$ cat src/rtl/pwm_capture.sv
// pwm_capture: measures a complementary gate pair (s, nots) once per PWM
// period and reports high time, period, both dead-time gaps, a saturation
// flag and a shoot-through fault.
// Optional build macro: PWM_CAPTURE_FAULT_LATCH_EN makes fault sticky until
// fault_clr is asserted while no overlap is present.
module pwm_capture #(
    parameter int DIV  = 100,
    parameter int W    = 11,
    parameter int DT_W = 12
) (
    input  logic            clk,
    input  logic            rst,
    input  logic            s,
    input  logic            nots,
    input  logic            fault_clr,
    output logic [W-1:0]    duty,
    output logic [W-1:0]    period,
    output logic [DT_W-1:0] dt_fall,
    output logic [DT_W-1:0] dt_rise,
    output logic            valid,
    output logic            stuck,
    output logic            fault
);

    localparam int              PW       = (DIV > 1) ? $clog2(DIV) : 1;
    localparam logic [PW-1:0]   PRE_LAST = PW'(DIV - 1);
    localparam logic [W-1:0]    CNT_MAX  = '1;
    localparam logic [DT_W-1:0] DT_MAX   = '1;

    typedef enum logic [2:0] {SYNC, HIGH, DT_FALL, LOW, DT_RISE} state_t;

    state_t state, state_next;

    logic            s_m, s_q, s_p;
    logic            n_m, n_q, n_p;
    logic [2:0]      fill;
    logic            s_rise, s_fall, n_rise, n_fall;
    logic            overlap;
    logic [PW-1:0]   pre_cnt;
    logic            tick;
    logic [W-1:0]    duty_cnt, per_cnt;
    logic [W-1:0]    duty_inc, per_inc, per_next;
    logic [DT_W-1:0] dtf_cnt, dtr_cnt;
    logic [DT_W-1:0] dtf_inc, dtr_inc;
    logic            pub, pub_dtf, pub_dtr, sat_pub, clr;

    // Two-flop synchronizers plus one history flop per leg for edge detection;
    // fill marks when the history flop holds a real pin sample after reset.
    always_ff @(posedge clk or posedge rst) begin
        if (rst) begin
            s_m  <= 1'b0;
            s_q  <= 1'b0;
            s_p  <= 1'b0;
            n_m  <= 1'b0;
            n_q  <= 1'b0;
            n_p  <= 1'b0;
            fill <= 3'b000;
        end else begin
            s_m  <= s;
            s_q  <= s_m;
            s_p  <= s_q;
            n_m  <= nots;
            n_q  <= n_m;
            n_p  <= n_q;
            fill <= {fill[1:0], 1'b1};
        end
    end

    assign s_rise  = s_q & ~s_p;
    assign s_fall  = ~s_q & s_p;
    assign n_rise  = n_q & ~n_p;
    assign n_fall  = ~n_q & n_p;
    assign overlap = s_q & n_q;

    // Free-running prescaler producing one tick every DIV clocks.
    always_ff @(posedge clk or posedge rst) begin
        if (rst) begin
            pre_cnt <= '0;
        end else if (pre_cnt == PRE_LAST) begin
            pre_cnt <= '0;
        end else begin
            pre_cnt <= pre_cnt + PW'(1);
        end
    end

    assign tick = (pre_cnt == PRE_LAST);

    assign duty_inc = (duty_cnt == CNT_MAX) ? duty_cnt : duty_cnt + W'(1);
    assign per_inc  = (per_cnt == CNT_MAX) ? per_cnt : per_cnt + W'(1);
    assign per_next = tick ? per_inc : per_cnt;
    assign dtf_inc  = (dtf_cnt == DT_MAX) ? dtf_cnt : dtf_cnt + DT_W'(1);
    assign dtr_inc  = (dtr_cnt == DT_MAX) ? dtr_cnt : dtr_cnt + DT_W'(1);

    // State register.
    always_ff @(posedge clk or posedge rst) begin
        if (rst) begin
            state <= SYNC;
        end else begin
            state <= state_next;
        end
    end

    // Next-state logic and publish decisions; an early s rise closes the
    // period and any gap that never completed is reported as zero.
    always_comb begin
        state_next = state;
        pub        = 1'b0;
        pub_dtf    = 1'b0;
        pub_dtr    = 1'b0;
        sat_pub    = 1'b0;
        clr        = 1'b0;
        case (state)
            SYNC: begin
                if (s_rise && fill[2]) begin
                    state_next = HIGH;
                end
            end
            HIGH: begin
                if (s_fall) begin
                    state_next = DT_FALL;
                end
            end
            DT_FALL: begin
                if (s_rise) begin
                    pub        = 1'b1;
                    state_next = HIGH;
                end else if (n_rise) begin
                    state_next = LOW;
                end
            end
            LOW: begin
                if (s_rise) begin
                    pub        = 1'b1;
                    pub_dtf    = 1'b1;
                    state_next = HIGH;
                end else if (n_fall) begin
                    state_next = DT_RISE;
                end
            end
            DT_RISE: begin
                if (s_rise) begin
                    pub        = 1'b1;
                    pub_dtf    = 1'b1;
                    pub_dtr    = 1'b1;
                    state_next = HIGH;
                end
            end
            default: begin
                state_next = SYNC;
            end
        endcase
        if ((state != SYNC) && !pub && (per_cnt == CNT_MAX)) begin
            sat_pub = 1'b1;
        end
        clr = pub | sat_pub | (state == SYNC);
    end

    // Measurement counters: duty and period in ticks, dead times in clocks.
    always_ff @(posedge clk or posedge rst) begin
        if (rst) begin
            duty_cnt <= '0;
            per_cnt  <= '0;
            dtf_cnt  <= '0;
            dtr_cnt  <= '0;
        end else if (clr) begin
            duty_cnt <= '0;
            per_cnt  <= '0;
            dtf_cnt  <= '0;
            dtr_cnt  <= '0;
        end else begin
            if (tick && (state == HIGH)) begin
                duty_cnt <= duty_inc;
            end
            per_cnt <= per_next;
            if (state == DT_FALL) begin
                dtf_cnt <= dtf_inc;
            end
            if (state == DT_RISE) begin
                dtr_cnt <= dtr_inc;
            end
        end
    end

    // Result registers, updated only together with the valid strobe.
    always_ff @(posedge clk or posedge rst) begin
        if (rst) begin
            duty    <= '0;
            period  <= '0;
            dt_fall <= '0;
            dt_rise <= '0;
            valid   <= 1'b0;
            stuck   <= 1'b0;
        end else begin
            valid <= pub | sat_pub;
            if (pub) begin
                duty    <= duty_cnt;
                period  <= per_next;
                dt_fall <= pub_dtf ? dtf_cnt : '0;
                dt_rise <= pub_dtr ? dtr_inc : '0;
                stuck   <= 1'b0;
            end else if (sat_pub) begin
                duty    <= s_q ? CNT_MAX : '0;
                period  <= CNT_MAX;
                dt_fall <= '0;
                dt_rise <= '0;
                stuck   <= 1'b1;
            end
        end
    end

`ifdef PWM_CAPTURE_FAULT_LATCH_EN
    // Sticky shoot-through flag; a live overlap beats a simultaneous clear.
    always_ff @(posedge clk or posedge rst) begin
        if (rst) begin
            fault <= 1'b0;
        end else if (overlap) begin
            fault <= 1'b1;
        end else if (fault_clr) begin
            fault <= 1'b0;
        end
    end
`else
    logic unused_fault_clr;
    assign unused_fault_clr = fault_clr;

    // Shoot-through flag follows the synchronized overlap one clock later.
    always_ff @(posedge clk or posedge rst) begin
        if (rst) begin
            fault <= 1'b0;
        end else begin
            fault <= overlap;
        end
    end
`endif

endmodule

$ cat config.mk
export PLATFORM = sky130hd
export DESIGN_NAME = pwm_capture
export DESIGN_NICKNAME = d
export VERILOG_FILES = /design/src/rtl/pwm_capture.sv
export SDC_FILE = /design/constraint.sdc
export NUM_CORES = 1
export LEC_CHECK = 0
export CORE_MARGIN = 1
export CORE_UTILIZATION = 40
export DETAILED_ROUTE_END_ITERATION = 12
export GPL_TIMING_DRIVEN = 0
export HOLD_SLACK_MARGIN = 0.12
export PLACE_DENSITY_LB_ADDON = 0.2
export SKIP_CTS_REPAIR_TIMING = 1
export SYNTH_ARGS = -nofsm -noshare
export SYNTH_HDL_FRONTEND = slang
export SYNTH_SLANG_ARGS = --single-unit
export TNS_END_PERCENT = 5
$ cat constraint.sdc
create_clock -name clk -period 5.7 [get_ports clk]
set_clock_uncertainty 0.15 [all_clocks]
set_input_delay 1.425 -clock clk [delete_from_list [all_inputs] [get_ports clk]]
set_output_delay 1.425 -clock clk [all_outputs]
set_load 0.005 [all_outputs]
* Word level (Yosys, flattened, before mapping)
Index checks and enable logic that the tools add are counted.
Storage, ports and cells: register bits after elaboration 114, bits of input ports 5, output and inout port bits 49, word-level logic and storage cells 106
Operators by class: add/sub/neg operators 5, equal/unequal tests 16, mux-type cells 38, bitwise logic cells 11, reductions and logical operators 16
Operators with widths (number):
- two-way mux 12 bit | 11
- two-way mux 11 bit | 11
- adder 12 x 1 -> 12 bit (second input constant) | 2
- == test 12 bit (second input constant) | 2
- adder 11 x 1 -> 11 bit (second input constant) | 2
- == test 11 bit (second input constant) | 2
- two-way mux 3 bit | 7
- one-hot mux 3 bit (5 select lines) | 1
- inequality test 2 bit (second input constant) | 5
- nonzero test 2 bit | 4
- adder 7 x 1 -> 7 bit (second input constant) | 1
- == test 7 bit (second input constant) | 1
- two-way mux 1 bit | 7
- two-way mux 7 bit | 1
- == test 3 x 2 -> 1 bit (second input constant) | 2
- inequality test 3 bit (second input constant) | 2
- bitwise AND 1 bit | 5
- AND reduction 5 bit | 1
- logical AND 1 bit | 4
- inverter 1 bit | 4
- AND reduction 2 bit | 2
- == test 3 x 1 -> 1 bit (second input constant) | 1
- == test 3 bit (second input constant) | 1
- logical NOT 3 bit | 1
- other kinds (5) | 6

* Longest topological paths before layout
word-level depth 12, gate-level depth with buffers 7, gate-level depth less buffers 6

* Worst setup path before layout
Ideal clock, no wire load.
path type register to register, start point reg per_cnt[0], end point reg duty[10], setup time 0.126 ns, arrival time 1.820 ns, setup slack 3.604 ns, stages on the path, launching flop included 7, buffers on the path 1, clock period less this slack 2.096 ns, cells stage by stage dfrtp_1 ha_1 nand4_1 nor4_1 nor2_1 clkbuf_1 a221o_1
Between the ends: longest elaborated chain between the ends 4
RTL lines:
- start, declared | RTL line 41 | logic [W-1:0] duty_cnt, per_cnt;
- start signal, assigned | RTL line 174 | per_cnt <= per_next;
- == test 11 bit | RTL line 152 | if ((state != SYNC) && !pub && (per_cnt == CNT_MAX)) begin
- logical AND 1 bit | RTL line 152
- two-way mux 1 bit | RTL line 152
- nonzero test 2 bit (no source line)
- end signal, assigned | RTL line 196 | duty <= duty_cnt;
- end signal, assigned | RTL line 202 | duty <= s_q ? CNT_MAX : '0;
- end, declared | RTL line 16 | output logic [W-1:0] duty,
No other way between the ends. A chain may end at the register's enable or synchronous reset.

* Worst setup path in the final report
start point reg duty[9], end point out duty[9]
No word-level cell between the ends.

==> metrics.md <==
| Metric | Value |
|---|---|
| Status | completed |
| Clock power share | 40.5% |
| Core Rows | 42 |
| Ys async rst share | 100% |
| Metal2 WL | 5930 um |
| Post-synthesis cell count | 523 |
| Clock buffer depth | 2 |
| Top layer in use | met4 |
| P&R area growth vs syn | 23.9% |
| Post-synthesis cell type count | 62 |
| Worst hold slack | 0.194 ns |
| Fillcell total | between 1,000 and 1,500 |
| Syn nets | 533 |
| Register Area | between 0.002 and 0.003 sq mm |
| Yosys reg bits | 114 |
| Crit Path Category | reg2out |
| NetSw | about 0.00066 W |
| Gate power share | 20.2% |
| CTS root buf | clkbuf_16 |
| Final Hold Vio Count | 0 |
| RSZ-0062 raised after global routing | no |
| Worst-margin pin slew | 0.996 ns |
| Initial drt markers | around 310 |
| Slew Limit Fails | 0 |
| Ports | 54 |
| Setup Slack @ Placement | 2.88 ns |
| Routed wire per std cell | 16.5 um |
| Sequential element share of the synthesized area | a little over half |
| Worst skew pair latency | 0.42 ns |
| Remaining DRCs | 0 |
| Max Fclk | between 0.3 and 0.4 GHz |
| Finish-stage setup viols | 0 |
| Critical path launch point type | flip-flop |
| Switch share | 28.4% |
| Final cycle utilization of the critical path | 50.6% |
| Vias per Instance | 5.78 |
| Vias in the first global route | 4,412 |
| CP Data Arrival Time | approximately 1.3 ns |
| Peak supply drop | 0.000235 V |
| EDFF count, synth | 0 |
| Die Width | 119 um |
| Core area | 0.0132 sq mm |
| Port-buffer cells | 52 |
| Starting density of the core | 41.0% |
| Most frequent cells in the layout | dfrtp_1, clkdlybuf4s50_1, a21oi_1, nand3_1, clkbuf_1 |
| Area of the mapped netlist | 0.00543 sq mm |
| Initial antenna violation count | 0 |
| GR Util All Layers | about a fifth |
| Met3 wire length | 571 um |
| Ys flop type | dfrtp_1 |
| P_leak | 2.68 nW |
| Fin util | 50.8% |
| Gpl congestion | 0.858 |
| Final Worst Setup Slack | approximately 2.8 ns |
| Vias | 4,528 |
| Seq pwr share | between 30% and 40% |
| CP bufs+invs | 1 |
| CP peak stage delay | 0.52 ns |
| Die Area | 0.0140 sq mm |
| Worst min path class | reg2reg |
| Minimum clock period | just under 3 ns |
| First-pass GRT wire length | between 20,000 and 25,000 um |
| Multi-input combinational cell area | 0.00235 sq mm |
| Die height | 119 um |
| Share of layout cells above drive strength 1 | 7.58% |
| Cells along the critical path | clkdlybuf4s50_1 |
| Rel. slew slack | 33.4% |
| Critical path fanouts, max | 2 |
| Ant. Diodes | 0 |
| WL final | 12,900 um |
| CP max stage cell | clkdlybuf4s50_1 |
| Num CTS Buffers | 17 |
| H-tree levels | 4 |
| Yosys synthesis warning count | 0 |
| Nature of the critical path endpoint | output port |
| Clock Sinks | 114 |
| Setup_tns | 0 ns |
| Mean Syn Cell Area | 10.4 sq um |
| CTS tree | built |
| Dpl hpwl | 8890 um |
| Gr ovfl total | 0 |
| DR pass1 iterations | 4 |
| CP delay by family, top | buffers and inverters |
| Routed metal-1 wirelength | 6120 um |
| CP required | 4.12 ns |
| Pwr dens | 347 mW/mm^2 |
| Placed Instances | 752 |
| Fin cells | 783 |
| Most common cell after layout, fill and taps aside | dfrtp_1 |
| P_int | 0.00167 W |
| Max cap viols | 0 |
| Nets | 605 |
| Clk pin slew, worst setup/hold paths | 0.05 ns |
| Post-route ant nets | 0 |
| Largest net degree at the start of global routing | 72 |
[worst paths after layout]
check | startpoint | to | slack, ns | cells after the start
hold / removal | fill[1] | fill[2] | 0.19 | 0
setup / recovery | duty[9] | duty[9] | 2.82 | 1
min in group asynchronous | rst | duty[7] | 1.28 | 2
setup reg to reg | per_cnt[0] | duty[6] | 2.88 | 6
max in group asynchronous | rst | valid | 3.38 | 3
hold reg to reg | fill[1] | fill[2] | 0.19 | 0
[Yosys cell counts (all sizes together), types with 7 or more instances]
cell / instances / area, sq um
nand2: 26 / 97.6
a31oi: 12 / 75.1
or3: 12 / 75.1
o21ai: 18 / 90.1
o31ai: 13 / 97.6
clkbuf: 24 / 92.6
a221o: 11 / 110
nor3: 10 / 50.1
a22o: 16 / 140
nand3: 33 / 165
inv: 16 / 60.1
dfrtp: 114 / 2850
or4: 14 / 105
mux2i: 7 / 70.1
o2bb2ai: 7 / 61.3
nor2: 25 / 96.4
xnor2: 7 / 61.3
buf: 10 / 68.8
nand4: 17 / 106
and3: 8 / 50.1
a21oi: 41 / 209
[power groups by stage]
stage / clock [W] / combinational [W] / sequential, W
2_1_floorplan: 0 / 0.000269 / 0.000930
3_3_place_gp: 0 / 0.000463 / 0.000930
3_5_place_dp: 0 / 0.000471 / 0.000931
4_1_cts: 0.000964 / 0.000476 / 0.000919
5_1_grt: 0.000999 / 0.000517 / 0.000925
6_report: 0.000944 / 0.000471 / 0.000917
[area by class of cell]
cell class,instances,area share [%]
Clock buffer,26,7.42
Multi-Input combinational cell,358,35.0
Buffer,34,2.40
Tap cell,176,3.27
Clock inverter,5,0.409
Sequential cell,114,42.4
Timing Repair Buffer,53,8.15
Inverter,17,0.986
[registers in the layout, indices dropped and copies added (netlist names), 7 cells and up]
register  count
duty         11
pre_cnt       7
period       11
dt_fall      12
dtr_cnt      12
dtf_cnt      12
dt_rise      12
duty_cnt     11
per_cnt      11
[per-layer routing]
layer / vias to the layer above / GRT usage, %
met5: - / 0
met3: 22 / 4.39
met1: 2234 / 27.1
met2: 108 / 30.2
met4: 0 / 9.81
li1: 2164 / -
[cell families after synthesis]
group	count (synthesis)	synth area share [%]
simple gates	183	19.3
compound gates	153	20.0
flops	114	52.5
buf+inv	51	4.15
xor+xnor	9	1.45
mux	7	1.29
fa+ha+maj	5	1.15
other cells	1	0.0691
[stage by stage]
step	total power [W]	instance area, sq um
floorplan	0.00120	5430
global placement	0.00139	6170
detailed placement	0.00140	6200
CTS	0.00236	6730
global route	0.00244	6730
finish	0.00233	6730
Power figures use the tool's default switching activity.
